## src/rtl/mem_copy_ctrl.sv

```systemverilog
// mem_copy_ctrl: sequencer for block memory-to-memory copies of up to 2^WIDTH-1 bytes.
//
// Sits downstream of a byte/word offset counter. It drives the counter length and
// enable, reads the current offset, and issues read/write requests on the memory side
// port. Whole words are moved while at least 4 bytes remain. The tail is then moved
// one byte at a time.
//
// Ports:
//   clk, rstn            clock, asynchronous active-low reset
//   start                begin a copy (sampled in IDLE only)
//   src_base, dst_base   base addresses, bits [1:0] forced to 0
//   xfer_len             byte count, latched on start
//   busy, done           busy in RD/WR, one-cycle completion pulse
//   counter_N/_en        length and advance strobe to the offset counter
//   counter_out/_done    current offset / last-access flag from the counter
//   rd_req/addr/word     read request, address, 1 = word access
//   rd_ack, rd_data      read completion and data (byte zero-extended in [7:0])
//   wr_req/addr/data/be  write request, address, data, byte enables
//   wr_ack               write completion
//
// Optional feature, macro MEM_COPY_IRQ_EN: adds irq_clr input and sticky irq output.
module mem_copy_ctrl #(
    parameter int unsigned WIDTH = 7
) (
    input  logic             clk,
    input  logic             rstn,
    input  logic             start,
    input  logic [31:0]      src_base,
    input  logic [31:0]      dst_base,
    input  logic [WIDTH-1:0] xfer_len,
    output logic             busy,
    output logic             done,
    output logic [WIDTH-1:0] counter_N,
    output logic             counter_en,
    input  logic [31:0]      counter_out,
    input  logic             counter_done,
    output logic             rd_req,
    output logic [31:0]      rd_addr,
    output logic             rd_word,
    input  logic             rd_ack,
    input  logic [31:0]      rd_data,
    output logic             wr_req,
    output logic [31:0]      wr_addr,
    output logic [31:0]      wr_data,
    output logic [3:0]       wr_be,
`ifdef MEM_COPY_IRQ_EN
    input  logic             irq_clr,
    output logic             irq,
`endif
    input  logic             wr_ack
);

    typedef enum logic [1:0] {StIdle, StRd, StWr, StFin} state_e;

    state_e           state_q, state_d;
    logic [31:0]      src_q;
    logic [31:0]      dst_q;
    logic [WIDTH-1:0] len_q;
    logic [31:0]      data_q;
    logic             word_sel;

    // Word access while a full word still fits inside the transfer; 33 bits so the
    // +4 can never wrap.
    assign word_sel = (({1'b0, counter_out} + 33'd4) <= 33'(len_q));

    // State register
    always_ff @(posedge clk or negedge rstn) begin
        if (!rstn) begin
            state_q <= StIdle;
        end else begin
            state_q <= state_d;
        end
    end

    // Next-state logic
    always_comb begin
        state_d = state_q;
        unique case (state_q)
            StIdle: if (start) state_d = (xfer_len == '0) ? StFin : StRd;
            StRd:   if (rd_ack) state_d = StWr;
            StWr:   if (wr_ack) state_d = counter_done ? StFin : StRd;
            StFin:  state_d = StIdle;
            default: state_d = StIdle;
        endcase
    end

    // Latched transfer parameters and captured read data
    always_ff @(posedge clk or negedge rstn) begin
        if (!rstn) begin
            src_q  <= '0;
            dst_q  <= '0;
            len_q  <= '0;
            data_q <= '0;
        end else begin
            if (state_q == StIdle && start) begin
                src_q <= {src_base[31:2], 2'b00};
                dst_q <= {dst_base[31:2], 2'b00};
                len_q <= xfer_len;
            end
            if (state_q == StRd && rd_ack) begin
                data_q <= rd_data;
            end
        end
    end

    // Outputs; address/data buses are zero outside their request state so everything
    // reads 0 in reset and idle.
    always_comb begin
        busy       = 1'b0;
        done       = 1'b0;
        counter_N  = len_q;
        counter_en = 1'b0;
        rd_req     = 1'b0;
        rd_addr    = '0;
        rd_word    = 1'b0;
        wr_req     = 1'b0;
        wr_addr    = '0;
        wr_data    = '0;
        wr_be      = '0;
        unique case (state_q)
            StRd: begin
                busy    = 1'b1;
                rd_req  = 1'b1;
                rd_addr = src_q + counter_out;
                rd_word = word_sel;
            end
            StWr: begin
                busy    = 1'b1;
                wr_req  = 1'b1;
                wr_addr = dst_q + counter_out;
                if (word_sel) begin
                    wr_be   = 4'b1111;
                    wr_data = data_q;
                end else begin
                    wr_be   = 4'b0001 << wr_addr[1:0];
                    wr_data = {4{data_q[7:0]}};
                end
                // Counter advances in the ack cycle itself, not a cycle later.
                counter_en = wr_ack;
            end
            StFin: done = 1'b1;
            default: ;
        endcase
    end

`ifdef MEM_COPY_IRQ_EN
    logic irq_q;

    // Set has priority over clear.
    always_ff @(posedge clk or negedge rstn) begin
        if (!rstn) begin
            irq_q <= 1'b0;
        end else begin
            irq_q <= done | (irq_q & ~irq_clr);
        end
    end

    // OR in done so irq rises in the same cycle as the completion pulse.
    assign irq = irq_q | done;
`endif

endmodule

```

## config.mk

```make
export PLATFORM = sky130hd
export DESIGN_NAME = mem_copy_ctrl
export DESIGN_NICKNAME = d
export VERILOG_FILES = /design/src/rtl/mem_copy_ctrl.sv
export SDC_FILE = /design/constraint.sdc
export NUM_CORES = 1
export LEC_CHECK = 0
export CORE_MARGIN = 5
export CORE_UTILIZATION = 52
export CTS_CLUSTER_DIAMETER = 80
export CTS_CLUSTER_SIZE = 20
export DETAILED_ROUTE_END_ITERATION = 12
export PLACE_DENSITY = 0.88
export SETUP_SLACK_MARGIN = 0.4
export SYNTH_ARGS = -nofsm -noshare
export SYNTH_HDL_FRONTEND = slang
export SYNTH_SLANG_ARGS = --single-unit
```

## constraint.sdc

```tcl
create_clock -name clk -period 5.7 [get_ports clk]
set_input_delay 0.855 -clock clk [delete_from_list [all_inputs] [get_ports clk]]
set_output_delay 0.855 -clock clk [all_outputs]
set_load 0.03 [all_outputs]
```

# Yosys cells after proc, flatten, opt, wreduce, memory -nomap -nowiden
# Cells that the tools add are included.
[word_totals] ff_bits=101 wordCells=40 inputBits=141 output_inout_bits=113
[classes] n_lt_le_gt_ge=1 n_reduce_logical=6 n_eq_ne=6 add_sub_neg=3 shifts=1 n_mux=18
[ops] cell="$mux W32" count=4
[ops] cell="$add A32 B32 Y32" count=2
[ops] cell="$add A32 B3 Y33 const B" count=1
[ops] cell="$le A33 B7 Y1" count=1
[ops] cell="$mux W2" count=5
[ops] cell="$mux W4" count=2
[ops] cell="$pmux W2 S4" count=1
[ops] cell="$logic_not A7 Y1" count=1
[ops] cell="$mux W1" count=6
[ops] cell="$ne A2 B2 Y1 const B" count=3
[ops] cell="$eq A2 B2 Y1 const B" count=2
[ops] cell="$shl A1 B2 Y4 const A" count=1
[ops] cell="$reduce_and A3 Y1" count=1
[ops] cell="$eq A2 B1 Y1 const B" count=1
[ops] cell="$logic_and A1 B1 Y1" count=2
[ops] cell="$logic_not A2 Y1" count=1
[ops] cell="$reduce_or A2 Y1" count=1

# Depth between registers and ports, before layout
[logic_depth] depth_word=4 mapped_depth=13 ltp_nobuf=11

# Worst setup path after synthesis
# No wires, ideal clock.
[synth_path] path_type="input -> output" from="in counter_out[17]" to="out rd_addr[29]" slack_ns=1.474 path_stages=8 path_buffers=0 arrival_ns=3.371 required_ns=4.845 path_cell_list="ha_1 -> and2_1 -> nand4_1 -> nor3_1 -> nand2b_1 -> o21ai_0 -> o221ai_1 -> o311ai_0"
[synth_via] elab_chain_cells=2
[synth_rtl] element="start: declaration" line="35" text="input logic [31:0] counter_out,"
[synth_rtl] element="$add A32 B32 Y32" line="124" text="rd_addr = src_q + counter_out;"
[synth_rtl] element="$mux W32" line="120" text="unique case (state_q)"
[synth_rtl] element="end: declaration" line="38" text="output logic [31:0] rd_addr,"
# Every way passes these cells.

# Final worst setup path
[layout_path] from="in counter_out[5]" to="out wr_addr[26]"
[layout_via] elab_chain_cells=2
[layout_rtl] element="$add A32 B32 Y32" line="130" text="wr_addr = dst_q + counter_out;"
[layout_rtl] element="$mux W32" line="120"
[layout_rtl] element="end: declaration" line="43" text="output logic [31:0] wr_addr,"
# Every way passes these cells.

==> impl_metrics.yaml <==
clock_network:
  tritoncts: "done"
  insertion_delay_ns: 0.37
  postCtsSetupBuffers: 0
  h-tree-depth: 3
  cts.path.max_buffers: 2
  hold_buffers: 0
  clk_pin_slew_worst_paths_ns: 0.08
  cts_sinks: 101
  clock_tree.root_cell: "clkbuf_16"
  cts_inserted_buffers: 9
drt:
  vias: 7945
  first_pass_iters: 5
  drt-initial-drc-count: 424
  routed_wl_mm: 25.79
  wl_per_cell_um: 18.85
  drc: 0
  ant_nets: 0
  viasPerCell: 5.808
global_route:
  grt_pass1_wl_mm: 40.37
  grt_util_all_layers: 0.2754
  overflow: 0
  grt_max_degree: 63
  grt_pass1_vias: 8039
  antenna_found_initial: 0
timing:
  layout_min_cycle_time_ns: 5.205
  post-route-period-util: 0.9132
  slew_headroom: 0.3380
  fin_skew_ns: 0.01542
  setup_viol: 0
  slew_viol_final: 0
  max_freq_ghz: 0.1921
  rsz0062_at_grt: "true"
  final.setup.tns_ns: 0
  hold_viol_final: 0
  timing.final.ws_setup_ns: 0.4949
  worst_slew_pin_slew_ns: 0.9920
power:
  clockPowerShare: 0.104
  p_int_mw: 3.242
  seq_power_share: 0.215
  max-vdd-ir-drop_v: 0.0002664
  power_density_nw_per_um2: 537.1
  net-switching-power_mw: 2.845
  netSwitchingFraction: 0.4674
  p_leak_nw: 5.140
  pwr-share-comb: 0.681
yosys:
  synth_warnings: 0
  synth_cells: 902
  netlist_area_sq_um: 8267
  synth_edf_count: 0
  synthFlopType: "dfrtp_1"
  synth.net_count: 1116
  synth-seq-area-share: 0.3057
  ys_types: 57
  synth_seq_cells: 101
  async_reset_ff_frac: 1.000
  syn_area_per_cell_sq_um: 9.165
critical_path:
  crit_family: "compound AO/OA/AOI/OAI gates"
  crit_path_max_fanout: 6
  crit_chain: "clkdlybuf4s50_1 > ha_1 > o21ai_0 > o21ai_1 > nand3_1 > a21bo_1 > a311o_1 > a211oi_1 > xnor2_1 > nor2_1 > clkdlybuf4s50_1"
  arrival_ns: 4.35
  crit_required_ns: 4.85
  worst_setup_path_end_kind: "output port"
  slowest_delay_ns: 0.71
  crit_top_cell: "clkdlybuf4s50_1"
  crit_type: "in2out"
  crit_buf_inv: 2
  cp-start-kind: "input pin"
  cpMaxStageDelayCell: "clkdlybuf4s50_1"
place:
  dpl.hpwl_mm: 20.02
  preCtsSetupSlack_ns: 0.3290
  gp_congestion: 0.9226
  place_area_sq_um: 10990
  portBuffers: 249
cells_and_area:
  layout_common_cells: "210 x clkdlybuf4s50_1, 101 x dfrtp_1, 100 x mux2_2"
  antennaDiodeCount: 0
  final_cell_area_sq_um: 11330
  area_growth_syn_to_layout_pct: 37.10
  drive_above_1_share: 0.1519
  final_common_cell: "clkdlybuf4s50_1"
  utilization: 0.7213
  nNetsFinal: 1361
die:
  fp.coreArea_sq_um: 15710
  num_rows: 46
  fp.dieH_um: 136.1
  initial_core_util: 0.5261
  dieWidth_um: 136.1
  die-area_sq_um: 18520
  pin_count: 254
status:
  status: "completed"
flow_run:
  drv_cap: 0
worst_hold_path:
  min_path_type: "in2async"
[routing by layer]
metal	wire length (um)	share of wire	track usage
met5	0	0	0
met4	671	0.026	0.09574
met3	2108	0.082	0.07772
met2	12590	0.49	0.4697
met1	10430	0.40	0.3336
[area by class of cell]
cell class	count	area [sq um]
timing repair buffer	262	2584
clock inverter	7	66.31
tap	216	270.3
inverter	36	135.1
fill	1183	4379
multi-input combinational	737	5525
clock buffer	9	225.2
sequential	101	2527
[what timing repair did]
| action | 4_1_cts | 5_1_grt |
|---|---|---|
| gates cloned | 0 | 0 |
| endpoints found under the setup margin | 8 | 26 |
| gates resized for setup | 4 | 17 |
| pin swaps | 0 | 1 |
[power by group through the flow]
| stage | Combinational, mW | Sequential, mW | Clock, mW |
|---|---|---|---|
| 5_1_grt | 4.50 | 1.35 | 0.678 |
| 3_5_place_dp | 4.10 | 1.32 | 0 |
| 6_report | 4.15 | 1.31 | 0.636 |
| 4_1_cts | 4.12 | 1.31 | 0.642 |
| 2_1_floorplan | 2.85 | 1.29 | 0 |
| 3_3_place_gp | 4.01 | 1.29 | 0 |
[worst paths after layout]
path / from / depth (start not counted) / slack [ns] / to
max: counter_out[5] / 11 / 0.49 / wr_addr[26]
min: rstn / 1 / 0.45 / data_q[5]$_DFFE_PN0P_
max reg2reg: state_q[1]$_DFFE_PN0P_ / 7 / 2.64 / state_q[0]$_DFFE_PN0P_
min reg2reg: data_q[6]$_DFFE_PN0P_ / 1 / 0.51 / data_q[6]$_DFFE_PN0P_
max in group asynchronous: rstn / 2 / 3.99 / src_q[17]$_DFFE_PN0P_
min in group clk: data_q[6]$_DFFE_PN0P_ / 1 / 0.51 / data_q[6]$_DFFE_PN0P_
[synthesized netlist by cell type, types with 6 or more instances]
| cell type | count | share of area |
|---|---|---|
| inv_1 | 35 | 0.016 |
| xnor2_1 | 34 | 0.036 |
| dfrtp_1 | 101 | 0.31 |
| and2_1 | 14 | 0.011 |
| nor3_1 | 16 | 0.0097 |
| o22ai_1 | 6 | 0.0045 |
| xor2_1 | 19 | 0.020 |
| o21a_1 | 12 | 0.011 |
| nor2_1 | 79 | 0.036 |
| o21ai_0 | 37 | 0.022 |
| mux2_2 | 100 | 0.14 |
| nand3_1 | 35 | 0.021 |
| nand4_1 | 15 | 0.011 |
| o211ai_1 | 6 | 0.0054 |
| a21oi_1 | 55 | 0.033 |
| a31oi_1 | 7 | 0.0053 |
| a211oi_1 | 11 | 0.010 |
| clkbuf_1 | 20 | 0.0091 |
| nand2b_1 | 12 | 0.0091 |
| o21bai_1 | 6 | 0.0054 |
| nand2_1 | 70 | 0.032 |
| ha_1 | 71 | 0.11 |
| mux2i_1 | 28 | 0.034 |
| a21o_1 | 43 | 0.039 |
[registers in the layout, indices dropped and copies added, names as in the netlist]
signal and flops:
counter_N 7, state_q 2, data_q 32, dst_q 30
src_q 30
[per-stage QoR]
stage          power [mW]  std cells  hold slack (ns)
6_report            6.087       1368           0.4539
5_1_grt             6.524       1368           0.4993
4_1_cts             6.068       1368           0.4770
3_5_place_dp        5.414       1352           0.4935
3_3_place_gp        5.304       1352           0.4878
2_1_floorplan       4.138        902           0.4797
[logic make-up after synthesis]
group / Yosys count / share of synthesized area
adder cells (fa/ha/maj): 73 / 0.1123
flip-flops: 101 / 0.3057
multiplexers: 128 / 0.1701
XOR/XNOR: 53 / 0.05615
AND/OR/NAND/NOR: 271 / 0.1580
AO/OA/AOI/OAI: 212 / 0.1666
buffers and inverters: 64 / 0.03103
Note: power is estimated with default switching activity, not from simulation.
